<file path="src/rtl/adc_sched_pkg.sv">
// rtl/adc_sched_pkg.sv - shared state encoding and timing defaults for the ADC channel scheduler
package adc_sched_pkg;

  typedef logic [2:0] sched_state_t;

  localparam sched_state_t ST_IDLE    = 3'd0;
  localparam sched_state_t ST_PWRUP   = 3'd1;
  localparam sched_state_t ST_SELECT  = 3'd2;
  localparam sched_state_t ST_START   = 3'd3;
  localparam sched_state_t ST_CONVERT = 3'd4;
  localparam sched_state_t ST_WRITE   = 3'd5;
  localparam sched_state_t ST_NEXT    = 3'd6;
  localparam sched_state_t ST_DONE    = 3'd7;

  localparam int DEF_SETTLE_CYC  = 8;
  localparam int DEF_TIMEOUT_CYC = 255;

  // Settle and timeout loads both fit 1..255, so one 8-bit down-counter serves both.
  localparam int TMR_W = 8;

endpackage

</file>
<file path="src/rtl/sched_prio_next.sv">
// rtl/sched_prio_next.sv - finds the lowest set mask bit at or above a start index
module sched_prio_next #(
  parameter int NUM_CH = 4,
  parameter int CH_W   = 2
) (
  input  logic [NUM_CH-1:0] mask,
  input  logic [CH_W:0]     start,
  output logic [CH_W-1:0]   next_idx,
  output logic              next_valid
);

  // Scan downward so the last qualifying hit is the lowest index; start is one bit wider to express "past the end"
  always_comb begin
    next_idx   = '0;
    next_valid = 1'b0;
    for (int i = NUM_CH - 1; i >= 0; i--) begin
      if (mask[i] && ((CH_W + 1)'(i) >= start)) begin
        next_idx   = CH_W'(i);
        next_valid = 1'b1;
      end
    end
  end

endmodule

</file>
<file path="src/rtl/adc_channel_scheduler.sv">
// rtl/adc_channel_scheduler.sv - multi-channel ADC round sequencer with overflow and timeout accounting
module adc_channel_scheduler
  import adc_sched_pkg::*;
#(
  parameter int NUM_CH      = 4,
  parameter int CH_W        = 2,
  parameter int DATA_W      = 12,
  parameter int SETTLE_CYC  = DEF_SETTLE_CYC,
  parameter int TIMEOUT_CYC = DEF_TIMEOUT_CYC,
  parameter int CNT_W       = 8
) (
  input  logic                   clk,
  input  logic                   rst,
  input  logic                   rtc_trig,
  input  logic [NUM_CH-1:0]      ch_mask,
  output logic                   adc_enable,
  input  logic                   adc_ready,
  output logic [CH_W-1:0]        adc_ch_sel,
  output logic                   adc_start,
  input  logic                   adc_done,
  input  logic [DATA_W-1:0]      adc_data,
  input  logic                   fifo_full,
  output logic                   fifo_write_en,
  output logic [CH_W+DATA_W-1:0] fifo_wdata,
  output logic                   busy,
  output logic                   round_done,
  output logic                   missed_trig,
  output logic [CNT_W-1:0]       ovf_count,
  output logic                   timeout_err
);

  localparam logic [TMR_W-1:0] SETTLE_LOAD  = TMR_W'(SETTLE_CYC - 1);
  localparam logic [TMR_W-1:0] TIMEOUT_LOAD = TMR_W'(TIMEOUT_CYC - 1);

  sched_state_t        state;
  logic [NUM_CH-1:0]   mask_q;
  logic [CH_W-1:0]     ptr;
  logic [CH_W-1:0]     ch_sel_q;
  logic [DATA_W-1:0]   data_q;
  logic [TMR_W-1:0]    tmr;
  logic [CNT_W-1:0]    ovf_q;
  logic                tout_q;

  logic [NUM_CH-1:0]   find_mask;
  logic [CH_W:0]       find_start;
  logic [CH_W-1:0]     find_idx;
  logic                find_valid;

  // In IDLE the finder picks the first channel of the live mask; elsewhere it walks the latched mask past the pointer
  always_comb begin
    find_mask  = mask_q;
    find_start = {1'b0, ptr} + (CH_W + 1)'(1);
    if (state == ST_IDLE) begin
      find_mask  = ch_mask;
      find_start = '0;
    end
  end

  sched_prio_next #(
    .NUM_CH (NUM_CH),
    .CH_W   (CH_W)
  ) u_prio_next (
    .mask       (find_mask),
    .start      (find_start),
    .next_idx   (find_idx),
    .next_valid (find_valid)
  );

  // Round sequencer; tmr counts settle cycles in SELECT and the ready/done watchdog in PWRUP and CONVERT
  always_ff @(posedge clk) begin
    if (!rst) begin
      state    <= ST_IDLE;
      mask_q   <= '0;
      ptr      <= '0;
      ch_sel_q <= '0;
      data_q   <= '0;
      tmr      <= '0;
      ovf_q    <= '0;
      tout_q   <= 1'b0;
    end else begin
      case (state)
        ST_IDLE: begin
          if (rtc_trig) begin
            if (find_valid) begin
              mask_q <= ch_mask;
              ptr    <= find_idx;
              tmr    <= TIMEOUT_LOAD;
              state  <= ST_PWRUP;
            end else begin
              state <= ST_DONE;
            end
          end
        end
        ST_PWRUP: begin
          if (adc_ready) begin
            ch_sel_q <= ptr;
            tmr      <= SETTLE_LOAD;
            state    <= ST_SELECT;
          end else if (tmr == '0) begin
            tout_q <= 1'b1;
            state  <= ST_DONE;
          end else begin
            tmr <= tmr - TMR_W'(1);
          end
        end
        ST_SELECT: begin
          if (tmr == '0) begin
            state <= ST_START;
          end else begin
            tmr <= tmr - TMR_W'(1);
          end
        end
        ST_START: begin
          tmr   <= TIMEOUT_LOAD;
          state <= ST_CONVERT;
        end
        ST_CONVERT: begin
          if (adc_done) begin
            data_q <= adc_data;
            state  <= ST_WRITE;
          end else if (tmr == '0) begin
            tout_q <= 1'b1;
            state  <= ST_NEXT;
          end else begin
            tmr <= tmr - TMR_W'(1);
          end
        end
        ST_WRITE: begin
          if (fifo_full && (ovf_q != '1)) begin
            ovf_q <= ovf_q + CNT_W'(1);
          end
          state <= ST_NEXT;
        end
        ST_NEXT: begin
          if (find_valid) begin
            ptr      <= find_idx;
            ch_sel_q <= find_idx;
            tmr      <= SETTLE_LOAD;
            state    <= ST_SELECT;
          end else begin
            state <= ST_DONE;
          end
        end
        ST_DONE: begin
          state <= ST_IDLE;
        end
        default: begin
          state <= ST_IDLE;
        end
      endcase
    end
  end

  assign adc_enable    = (state == ST_PWRUP) || (state == ST_SELECT) || (state == ST_START) ||
                         (state == ST_CONVERT) || (state == ST_WRITE) || (state == ST_NEXT);
  assign adc_ch_sel    = ch_sel_q;
  assign adc_start     = (state == ST_START);
  assign fifo_write_en = (state == ST_WRITE) && !fifo_full;
  assign fifo_wdata    = {ptr, data_q};
  assign busy          = (state != ST_IDLE);
  assign round_done    = (state == ST_DONE);
  assign missed_trig   = rtc_trig && (state != ST_IDLE);
  assign ovf_count     = ovf_q;
  assign timeout_err   = tout_q;

endmodule

</file>
<file path="config.mk">
export PLATFORM = sky130hd
export DESIGN_NAME = adc_channel_scheduler
export DESIGN_NICKNAME = d
export VERILOG_FILES = /design/src/rtl/adc_sched_pkg.sv /design/src/rtl/sched_prio_next.sv /design/src/rtl/adc_channel_scheduler.sv
export SDC_FILE = /design/constraint.sdc
export NUM_CORES = 1
export LEC_CHECK = 0
export BUFFER_PORTS_ARGS = -buffer_cell sky130_fd_sc_hd__buf_2
export CAP_MARGIN = 10
export CORE_MARGIN = 2
export CORE_UTILIZATION = 58
export DETAILED_ROUTE_END_ITERATION = 10
export PLACE_DENSITY = 0.84
export REMOVE_ABC_BUFFERS = 1
export SKIP_CTS_REPAIR_TIMING = 1
export SYNTH_ARGS = -nofsm -noshare
export SYNTH_HDL_FRONTEND = slang
export SYNTH_HIERARCHICAL = 1
export SYNTH_SLANG_ARGS = --single-unit
</file>
<file path="constraint.sdc">
create_clock -name clk -period 4.51 [get_ports clk]
set_input_delay 0.451 -clock clk [delete_from_list [all_inputs] [get_ports clk]]
set_output_delay 0.451 -clock clk [all_outputs]
set_load 0.01 [all_outputs]
</file>
* Yosys cells after proc, flatten, opt, wreduce, memory -nomap -nowiden *
Index checks and enable logic that the tools add are counted.

storage, ports and cells
  register bits after elaboration = 40
  latch bits = 0
  bits in writable memories = 0
  memory bits (read-only) = 0
  output and inout port bits = 31
  memories kept = 0

cells by class
  $add $sub $neg = 3
  $mul = 0
  divide/modulo/power cells = 0
  magnitude comparators = 4
  eq/ne operators = 17
  shift-type cells = 0
  muxes and demuxes = 36
  bitwise logic cells = 0
  reduce and logical (&&, ||, !) cells = 28

operator list
  kind                                                               count
  2-to-1 mux 8 bit                                                   6
  one-hot mux 8 bit (6 select lines)                                 1
  2-to-1 mux 3 bit                                                   9
  one-hot mux 3 bit (8 select lines)                                 1
  2-to-1 mux 2 bit                                                   8
  inequality test 2 bit (second input constant)                      7
  == test 3 bit (second input constant)                              4
  AND reduction 3 bit                                                3
  adder 8 x 1 -> 8 bit (second input constant)                       1
  zero test 8 bit                                                    1
  inequality test 8 bit (second input constant)                      1
  one-hot mux 2 bit (2 select lines)                                 2
  subtractor 8 x 1 -> 8 bit (second input constant)                  1
  logical AND 1 bit                                                  7
  2-to-1 mux 1 bit                                                   7
  == test 3 x 2 -> 1 bit (second input constant)                     2
  greater-or-equal comparator 1 x 3 -> 1 bit (first input constant)  2
  greater-or-equal comparator 2 x 3 -> 1 bit (first input constant)  2
  inequality test 3 bit (second input constant)                      2
  AND reduction 2 bit                                                3
  nonzero test 2 bit                                                 3
  nonzero test 6 bit                                                 1
  logical OR 1 bit                                                   5
  AND reduction 5 bit                                                1
  other kinds (8)                                                    8

* Depth between registers and ports, before layout *
Gate-level depths: netlist of run 1.

  depth after elaboration = 11
  depth in mapped cells = 13

* Modules after synthesis *
Netlist of run 1, hierarchy kept.

modules (own cells, without submodules)
  module                 times used  cells an instance  area each (sq um)
  adc_channel_scheduler  1           278                2177.1
  sched_prio_next        1           11                 67.6

* Worst setup path before layout of run 1 *
No wires, ideal clock.

  kind = register -> register
  start = register state[0]
  end = register state[2]
  library setup time = 60 ps
  arrival time = 2680 ps
  slack = 1769 ps
  stages on the path, launching flop included = 14
  buffers on the path = 2
  cell sequence = dfxtp_1 > nor3_2 > inv_1 > clkbuf_1 > nand2_1 > nand2_1 > a21bo_1 > a21o_1 > nand2_1 > a211o_1 > a221o_1 > buf_2 > a31oi_2 > o221a_1

on the way
  elaborated cells between the ends (all ways) = 31
  classes of those cells = 4 x order compare; 11 x eq/ne; 10 x mux; 6 x reduce/logical

RTL lines
  element                                 RTL line                     source
  from (decl)                             adc_channel_scheduler.sv:35  sched_state_t state;
  from (signal assigned)                  adc_channel_scheduler.sv:72  state <= ST_IDLE;
  from (signal assigned)                  adc_channel_scheduler.sv:88  state <= ST_PWRUP;
  from (signal assigned)                  adc_channel_scheduler.sv:90  state <= ST_DONE;
  zero test 3 bit (*)                     adc_channel_scheduler.sv:53  if (state == ST_IDLE) begin
  2-to-1 mux 4 bit (*)                    adc_channel_scheduler.sv:53
  via find_mask[2]                        adc_channel_scheduler.sv:44  logic [NUM_CH-1:0] find_mask;
  logical AND 1 bit (*)                   sched_prio_next.sv:17        if (mask[i] && ((CH_W + 1)'(i) >= start)) begin
  2-to-1 mux 1 bit (*) (3 in series)      sched_prio_next.sv:17
  via find_valid                          adc_channel_scheduler.sv:47  logic find_valid;
  2-to-1 mux 3 bit                        adc_channel_scheduler.sv:84  if (find_valid) begin
  2-to-1 mux 3 bit                        adc_channel_scheduler.sv:83  if (rtc_trig) begin
  one-hot mux 3 bit (8 select lines) (*)  adc_channel_scheduler.sv:81  case (state)

Mark *: on every way through the listed nets, which the timed path passes. The rest lies on a longest branch. The select of a mux whose other input is x is not followed.
A chain may end at the register's enable or synchronous reset.

* Worst setup path in the final report of run 1 *
  start = register state[0]
  end = register state[0]

on the way
  elaborated cells between the ends (all ways) = 29
  classes of those cells = 4 x order compare; 11 x eq/ne; 8 x mux; 6 x reduce/logical

RTL lines
  element                             RTL line                      source
  zero test 3 bit                     adc_channel_scheduler.sv:53
  2-to-1 mux 4 bit                    adc_channel_scheduler.sv:53
  via find_mask[2]                    adc_channel_scheduler.sv:44
  logical AND 1 bit                   sched_prio_next.sv:17
  2-to-1 mux 1 bit (3 in series)      sched_prio_next.sv:17
  via find_valid                      adc_channel_scheduler.sv:47
  2-to-1 mux 3 bit                    adc_channel_scheduler.sv:135  if (find_valid) begin
  one-hot mux 3 bit (8 select lines)  adc_channel_scheduler.sv:81

The timed path passes the listed nets, and every way through them passes these cells.

==> impl_results.md, run 1 <==
* Outcome: complete, no violations
* Min cycle time layout at 3.51 ns
* TritonCTS Buffers at 5
* First drt pass iteration count at 4
* Worst-Margin Slew at 0.761 ns
* Pleak at 1.12 nW
* Post-synth EDFFs at 0
* Layout cells sized above 1 at 0.208
* Die Ht at 66.2 µm
* Synth area leaders: dfxtp_1 36%, nand2_1 9.4%, mux2i_1 4.9%
* Fin Clk Skew at 0.0105 ns
* Area Growth Syn to Fin at 15.9%
* Top delay family on crit path: compound AO/OA/AOI/OAI gates
* Starting Density at 0.609
* Worst vdd ir at 0.453 mV
* Fillers at 312
* Ports at 53
* H-tree depth at 2
* Hold Violations, Final at 0
* Synth Warn # at 6
* Reg2reg end: state[0]
* Largest fanout on the critical path at 26
* Main flop type after synthesis: dfxtp_1
* RePlAce Congestion at 0.842
* Max Cap Viol at 0
* Vias in the first global route at 1897
* R2r setup slk at 1.00 ns
* Clock root cell: clkbuf_8
* Reg2reg path depth at 11
* Syn Area/Cell at 7.77 µm²
* Crit path from: state[0]
* Final Max Tran Viols at 0
* Initial DRC count at 154
* CP Depth at 11
* Critical-path cell list: nor3_2 > inv_1 > nand2_1 > nand2_1 > a21bo_1 > a21o_1 > nand2_1 > a211o_1 > a221o_1 > and3_1 > o41ai_2
* CP max stage delay at 0.56 ns
* Top cell by count, worst path: nand2_1
* Area of the core at 3690 µm²
* Overflow after GRT at 0
* TritonCTS clock tree: yes
* Pwr dens at 649 nW/µm²
* DRC viols at 0
* Final Cycle Share at 0.778
* Worst reg2reg startpoint: state[0]
* Crit path buf inv count at 1
* CP Class: flop to flop
* CTS sink count at 40
* Crit path launch type: flop
* Post-synthesis sequential area ratio at 0.357
* Post-DP Area at 2490 µm²
* Fmax at 0.285 GHz
* Die Footprint at 4380 µm²
* Detailed-route via count at 2170
* Final Setup Violations at 0
* Initial antenna violation count at 0
* Post-DR wirelength/cell at 13.2 µm
* HPWL Detailed at 3460 µm
* Mapped cell area at 2240 µm²
* Detail Route Antenna Nets at 0
* CP Capture Type: flop
* Hold Path Class: input pin to flop
* Num rows at 22
* CP max-delay cell: dfxtp_1
* Worst skew pair latency at 0.29 ns
* Gr usage total at 0.242
* Fin Setup TNS at 0 ns
* WP data required at 4.72 ns
* Share of async-settable or async-resettable flops after synthesis at 0
* Slew HR at 0.492
* Post-route cell area at 2600 µm²
* Mapped Cells at 289
* Antenna diode instance count at 0
* CP arrival at 3.72 ns
* Storage element area at 801 µm²
* FF+latch count, synth at 40
* Largest net degree at the start of global routing at 29
* Nets@finish at 357
* Cell taking the most area after synthesis: dfxtp_1
* Clock slew at reported path FFs at 0.08 ns
* First-pass GRT wire length at 8330 µm
* Die X at 66.2 µm
* Synth cell types at 60
* I/O Buffers at 52
* Clock tree buffer depth at 2
* RSZ-0062 raised after global routing: false
* Area of the multi-input gates at 1340 µm²
* Total Wirelength at 5010 µm
* Share of the synthesized area in the top cell type at 0.357
* Setup crit end: state[0]
* Vias per std cell at 5.71
per-stage QoR:
| step | worst slack (ns) | hold slack [ns] | cells | power (mW) | util |
|---|---|---|---|---|---|
| after floorplan | 1.48 | 0.445 | 271 | 1.18 | - |
| after global placement | 1.25 | 0.439 | 372 | 1.36 | 0.676 |
| after detailed placement | 1.11 | 0.448 | 372 | 1.38 | 0.676 |
| after CTS | 1.04 | 0.385 | 380 | 1.68 | 0.706 |
| after global routing | 0.704 | 0.396 | 380 | 1.81 | 0.706 |
| final | 1.00 | 0.391 | 380 | 1.69 | 0.706 |
worst min path at each step:
stage / start / end / slack, ns / cells past startpoint
2_1_floorplan: tmr[7] / tmr[7] / 0.44 / 2
3_3_place_gp: data_q[7] / data_q[7] / 0.44 / 2
3_5_place_dp: data_q[1] / data_q[1] / 0.45 / 2
4_1_cts: adc_data[9] / data_q[9] / 0.39 / 3
5_1_grt: adc_data[4] / data_q[4] / 0.40 / 3
6_report: adc_data[9] / data_q[9] / 0.39 / 3
power by group:
part           leakage [nW]  switching (mW)  internal (mW)
logic                 0.738           0.497          0.361
clock network        0.0552           0.124          0.164
registers             0.326           0.116          0.425
cells in the final DEF, fill, tap and decap left out, types with 5 or more instances in the layout:
master / n
nand2_1: 56
buf_2: 52
dfxtp_1: 40
nor2_1: 25
a21oi_1: 20
mux2i_1: 11
o21ai_0: 9
a31oi_1: 9
inv_1: 7
nor3_1: 6
nand2b_1: 5
clkbuf_8: 5
cells by family (layout without fill, tap and decap cells):
| logic type | count (synthesis) | after routing | share of synthesized area |
|---|---|---|---|
| multiplexers | 11 | 11 | 0.0491 |
| flip-flops | 40 | 40 | 0.357 |
| AO/OA/AOI/OAI | 73 | 73 | 0.223 |
| XOR/XNOR | 4 | 4 | 0.0156 |
| buffers and inverters | 26 | 69 | 0.0479 |
| adder cells (fa/ha/maj) | 4 | 4 | 0.0223 |
| AND/OR/NAND/NOR | 131 | 131 | 0.285 |
cell usage after synthesis (2+ instances only):
cell type and n:
a211o_1 2, a211oi_1 4, a21oi_1 20, a31oi_1 9, a41oi_1 2, and2_1 3
and3_1 2, buf_2 8, clkbuf_1 9, dfxtp_1 40, ha_1 4, inv_1 7
mux2i_1 11, nand2_1 56, nand2b_1 5, nand3_1 4, nand4_1 4, nand4b_1 2
nor2_1 25, nor2b_1 4, nor3_1 6, nor3b_1 3, nor4_1 2, nor4b_1 2
o21a_1 2, o21ai_0 9, o21ai_1 3, o22ai_1 4, or3_1 4, xor2_1 3
state kept, by name, summed over array words and instances (netlist names):
register     cells
ptr              2
tmr              8
adc_ch_sel       2
data_q          12
timeout_err      1
ovf_count        8
state            3
mask_q           4
cell type report:
type / count / share of cell area
clock buffers: 6 / 0.0279
flip-flops and latches: 40 / 0.308
clock inverters: 2 / 0.0135
multi-input cells: 223 / 0.513
inverters: 8 / 0.0115
repair buffers: 53 / 0.103
well taps: 48 / 0.0231
metal layers:
metal  vias to the layer above  wire (µm)  GRT usage
li1                       1115          -          -
met1                       976       2340      0.304
met2                        69       2300      0.406
met3                        10        300     0.0579
met4                         0         72     0.0740
met5                         -          0          0
worst register-to-register path: stages (launching register included):
cell and delay [ns]:
dfxtp_1 0.56, nor3_2 0.47, inv_1 0.26, nand2_1 0.12
nand2_1 0.06, a21bo_1 0.19, a21o_1 0.17, nand2_1 0.17
a211o_1 0.34, a221o_1 0.53, and3_1 0.25, o41ai_2 0.30
No activity file was read; power rests on OpenSTA's default activity.
==> inputs of run 2 (changes only) <==
Settings changed: CORE_UTILIZATION 58 to 53, PLACE_DENSITY 0.84 to 0.78.
Clock period 4.51 ns to 3.5 ns, I/O delays scaled along.
==> impl_results.md, run 2 (same netlist as run 1, synthesis figures left out) <==
* Critical-path cell list: nor3_2 > inv_1 > nand2_1 > nand2_1 > nor2b_1 > o21ai_1 > nand2_1 > a211o_1 > a221o_1 > and3_1 > o41ai_2
* Clock root cell: clkbuf_8
* Hold Path Class: input pin to flop
* Starting Density at 0.557
* Max Cap Viol at 0
* Die X at 69.1 µm
* RePlAce Congestion at 0.906
* CP Capture Type: flop
* CP arrival at 3.36 ns
* Commonest non-fill, non-tap cells in the layout: 56 x nand2_1, 52 x buf_2, 40 x dfxtp_1, 25 x nor2_1, 20 x a21oi_1
* Largest fanout on the critical path at 11
* Num rows at 23
* CP max-delay cell: a221o_1
* Clock tree buffer depth at 2
* Fin Clk Skew at 0.00477 ns
* CP max stage delay at 0.53 ns
* Die Ht at 69.1 µm
* Hold WS at 0.291 ns
* Post-DR wirelength/cell at 13.3 µm
* CP Class: flop to flop
* WP data required at 3.70 ns
* CTS sink count at 40
* Fmax at 0.316 GHz
* TritonCTS clock tree: yes
* HPWL Detailed at 3640 µm
* Worst-Margin Slew at 0.729 ns
* Crit path launch type: flop
* Pwr dens at 853 nW/µm²
* Fillers at 359
* Final Cycle Share at 0.903
* First drt pass iteration count at 4
* Largest net degree at the start of global routing at 29
* Slew HR at 0.509
* Die Footprint at 4770 µm²
* Final core occ at 0.657
* Detailed-route via count at 2170
* Met2 Usage GRT at 0.311
* Initial antenna violation count at 0
* Met1 GRT Util at 0.309
* Setup Slack @ Placement at 0.433 ns
* Area of the core at 4030 µm²
* Area Growth Syn to Fin at 18.0%
* Layout cells sized above 1 at 0.216
* Outcome: complete, no violations
* Worst vdd ir at 0.515 mV
* Worst skew pair latency at 0.29 ns
* Fin Setup TNS at 0 ns
* RSZ-0062 raised after global routing: false
* Initial DRC count at 136
* H-tree depth at 2
* Most common cell after layout, fill and taps aside: nand2_1
* Final Max Tran Viols at 0
* Min cycle time layout at 3.16 ns
* Final Setup Violations at 0
* First-pass GRT wire length at 8450 µm
* Nets@finish at 360
* Antenna diode instance count at 0
* Total Wirelength at 5120 µm
* Vias per std cell at 5.65
* GRT busiest layer: met2
* Pleak at 1.14 nW
* Hold Violations, Final at 0
* DRC viols at 0
* I/O Buffers at 52
* Vias in the first global route at 1823
* Top cell by count, worst path: nand2_1
* Fin worst setup slack at 0.339 ns
* Ports at 53
* Gr usage total at 0.211
* Overflow after GRT at 0
* Largest register FFs at 12
* TritonCTS Buffers at 5
* Detail Route Antenna Nets at 0
* Clock slew at reported path FFs at 0.07 ns
* Most flop-heavy register: data_q
* Met3 GRT Util at 0.0468
==> run 2: cell type report <==
cell class                      count  area (µm²)  area share
Inverter                            8        30.0      0.0113
Sequential cell                    40         801       0.302
Clock inverter                      2        60.1      0.0227
Clock buffer                        5        68.8      0.0260
Multi-Input combinational cell    223        1340       0.504
Tap cell                           50        62.6      0.0236
Timing Repair Buffer               56         290       0.110
==> run 2: path summary, 6_finish.rpt <==
check                           slack [ns]  cells after the start        end         from
worst max-delay path                  0.34                     11   state[0]     state[2]
worst min-delay path                  0.29                      3  data_q[5]  adc_data[5]
worst max register to register        0.34                     11   state[0]     state[2]
worst min register to register        0.45                      2  data_q[5]    data_q[5]
==> run 2: through the flow <==
step                total power, mW  cell area [µm²]  instances
floorplan                      1.52             2170        271
detailed placement             1.81             2520        377
global route                   2.44             2650        384
finish                         2.26             2650        384
global placement               1.79             2520        377
CTS                            2.26             2650        384
==> run 2: per-layer routing <==
layer / vias to the layer above / share of wire
met4: 0 / 0.012
met3: 8 / 0.067
met5: - / 0
met1: 961 / 0.49
li1: 1122 / -
met2: 79 / 0.43
==> run 2: report_power, final <==
| group | switching (mW) | total, mW | internal (mW) |
|---|---|---|---|
| clock network | 0.154 | 0.435 | 0.281 |
| logic | 0.718 | 1.20 | 0.483 |
| registers | 0.0762 | 0.624 | 0.547 |
| total | 0.949 | 2.26 | 1.31 |
==> run 2: worst max-delay path, delay by kind of cell, from the launching register on <==
kind                   cells  cell delay (ns)
AOI/OAI and AO/OA          4             1.35
and+or+nand+nor            6             1.16
DFF                        1             0.32
buffers and inverters      1             0.26
==> inputs of run 3 (changes only) <==
Settings changed: CORE_ASPECT_RATIO set to 0.6.
==> impl_results.md, run 3 (same netlist as run 1, synthesis figures left out) <==
* H-tree depth at 2
* CTS sink count at 40
* CP arrival at 3.33 ns
* Worst-Margin Slew at 0.724 ns
* Num rows at 18
* Die X at 88.0 µm
* Final Non-Filler Cells at 395
* Switching Share at 0.441
* Slew HR at 0.513
* CP Capture Type: flop
* Clock power frac at 0.175
* Most common cell after layout, fill and taps aside: nand2_1
* Gr usage total at 0.229
* Min cycle time layout at 3.13 ns
* TritonCTS Buffers at 5
* Initial antenna violation count at 0
* Flop pwr share at 0.282
* # placed instances at 387
* Most flop-heavy register: data_q
* Die Footprint at 4790 µm²
* Final Setup Violations at 0
* DRC viols at 0
* Largest fanout on the critical path at 11
* Post-DR wirelength/cell at 13.4 µm
* Outcome: complete, no violations
* Area of the core at 4080 µm²
* Worst skew pair latency at 0.30 ns
* Vias in the first global route at 1764
* Total Wirelength at 5290 µm
* Commonest non-fill, non-tap cells in the layout: 56 x nand2_1, 52 x buf_2, 40 x dfxtp_1, 25 x nor2_1, 20 x a21oi_1
* Ports at 53
* Pint at 1.25 mW
* Fin worst setup slack at 0.374 ns
* Overflow after GRT at 0
* Setup Slack @ Placement at 0.441 ns
* First-pass GRT wire length at 8430 µm
* Clock tree buffer depth at 2
* RSZ-0062 raised after global routing: false
* Pleak at 1.13 nW
* Initial DRC count at 177
* CP Class: flop to flop
* Nets@finish at 360
* RePlAce Congestion at 0.894
* Vias per std cell at 5.64
* Fin Clk Skew at 0.00844 ns
* Post-route cell area at 2650 µm²
* Hold Path Class: input pin to flop
* Fillers at 355
* Max Cap Viol at 0
* Combinational share of power at 0.543
* Detailed-route via count at 2228
* Worst vdd ir at 0.470 mV
* Net Switching at 983 µW
* WP data required at 3.70 ns
* First drt pass iteration count at 5
* Clock slew at reported path FFs at 0.08 ns
* Pwr dens at 841 nW/µm²
* Antenna diode instance count at 0
* Fmax at 0.320 GHz
* Clock root cell: clkbuf_8
* Layout cells sized above 1 at 0.218
* Largest net degree at the start of global routing at 29
* Area Growth Syn to Fin at 17.9%
* Largest register FFs at 12
* Die Ht at 54.4 µm
* TritonCTS clock tree: yes
* I/O Buffers at 52
* Starting Density at 0.551
* Crit path launch type: flop
* Final Cycle Share at 0.893
* Final Max Tran Viols at 0
* Detail Route Antenna Nets at 0
* Post-DP Area at 2530 µm²
* HPWL Detailed at 3840 µm
* Hold Violations, Final at 0
* Fin Setup TNS at 0 ns
==> run 3: cell count changes in the layout (fill, tap and decap cells not counted), sizes merged <==
cell | before | now
bufinv | 2 | 1
clkinvlp | 0 | 1
inv | 8 | 9
==> run 3: power groups by stage <==
stage / clock network (mW) / logic [mW] / registers [mW]
after detailed placement: 0 / 1.19 / 0.635
after global placement: 0 / 1.16 / 0.631
final: 0.389 / 1.21 / 0.628
after floorplan: 0 / 0.841 / 0.680
after CTS: 0.396 / 1.19 / 0.626
after global routing: 0.409 / 1.35 / 0.638
==> run 3: through the flow <==
stage / power (mW) / utilization / hold WS (ns)
final: 2.23 / 0.649 / 0.279
after global routing: 2.40 / 0.649 / 0.289
after CTS: 2.21 / 0.649 / 0.277
after detailed placement: 1.82 / 0.621 / 0.444
after global placement: 1.79 / 0.621 / 0.440
after floorplan: 1.52 / - / 0.445
==> run 3: layer usage <==
layer / track usage / share of wire / wire [µm] / up-vias
met3: 0.0573 / 0.087 / 461 / 7
li1: - / - / - / 1125
met1: 0.349 / 0.49 / 2620 / 1005
met4: 0.0455 / 0.0077 / 41 / 0
met5: 0 / 0 / 0 / -
met2: 0.326 / 0.41 / 2170 / 91
==> run 3: worst max-delay path, stage by stage (launching register included) <==
cell and delay, ns:
dfxtp_1 0.33, nor3_2 0.38, inv_1 0.25, nand2_1 0.12, nand2_1 0.05, a21bo_1 0.20
a21o_1 0.16, nand2_1 0.17, a211o_1 0.33, a221o_1 0.52, and3_1 0.24, o41ai_2 0.29
==> run 3: cell type report <==
| class | instances | area (µm²) | share of cell area |
|---|---|---|---|
| Sequential cell | 40 | 801 | 0.302 |
| Clock buffer | 5 | 68.8 | 0.0260 |
| Clock inverter | 3 | 46.3 | 0.0175 |
| Timing Repair Buffer | 56 | 290 | 0.110 |
| Inverter | 8 | 30.0 | 0.0113 |
| Tap cell | 60 | 75.1 | 0.0284 |
| Multi-Input combinational cell | 223 | 1340 | 0.505 |
==> run 3: final timing paths <==
kind                                   from   endpoint  slack [ns]  depth (start not counted)
worst max-delay path               state[2]   state[0]        0.37                         11
worst max register to register     state[2]   state[0]        0.37                         11
worst min register to register    data_q[0]  data_q[0]        0.46                          2
worst min-delay path            adc_data[9]  data_q[9]        0.28                          3
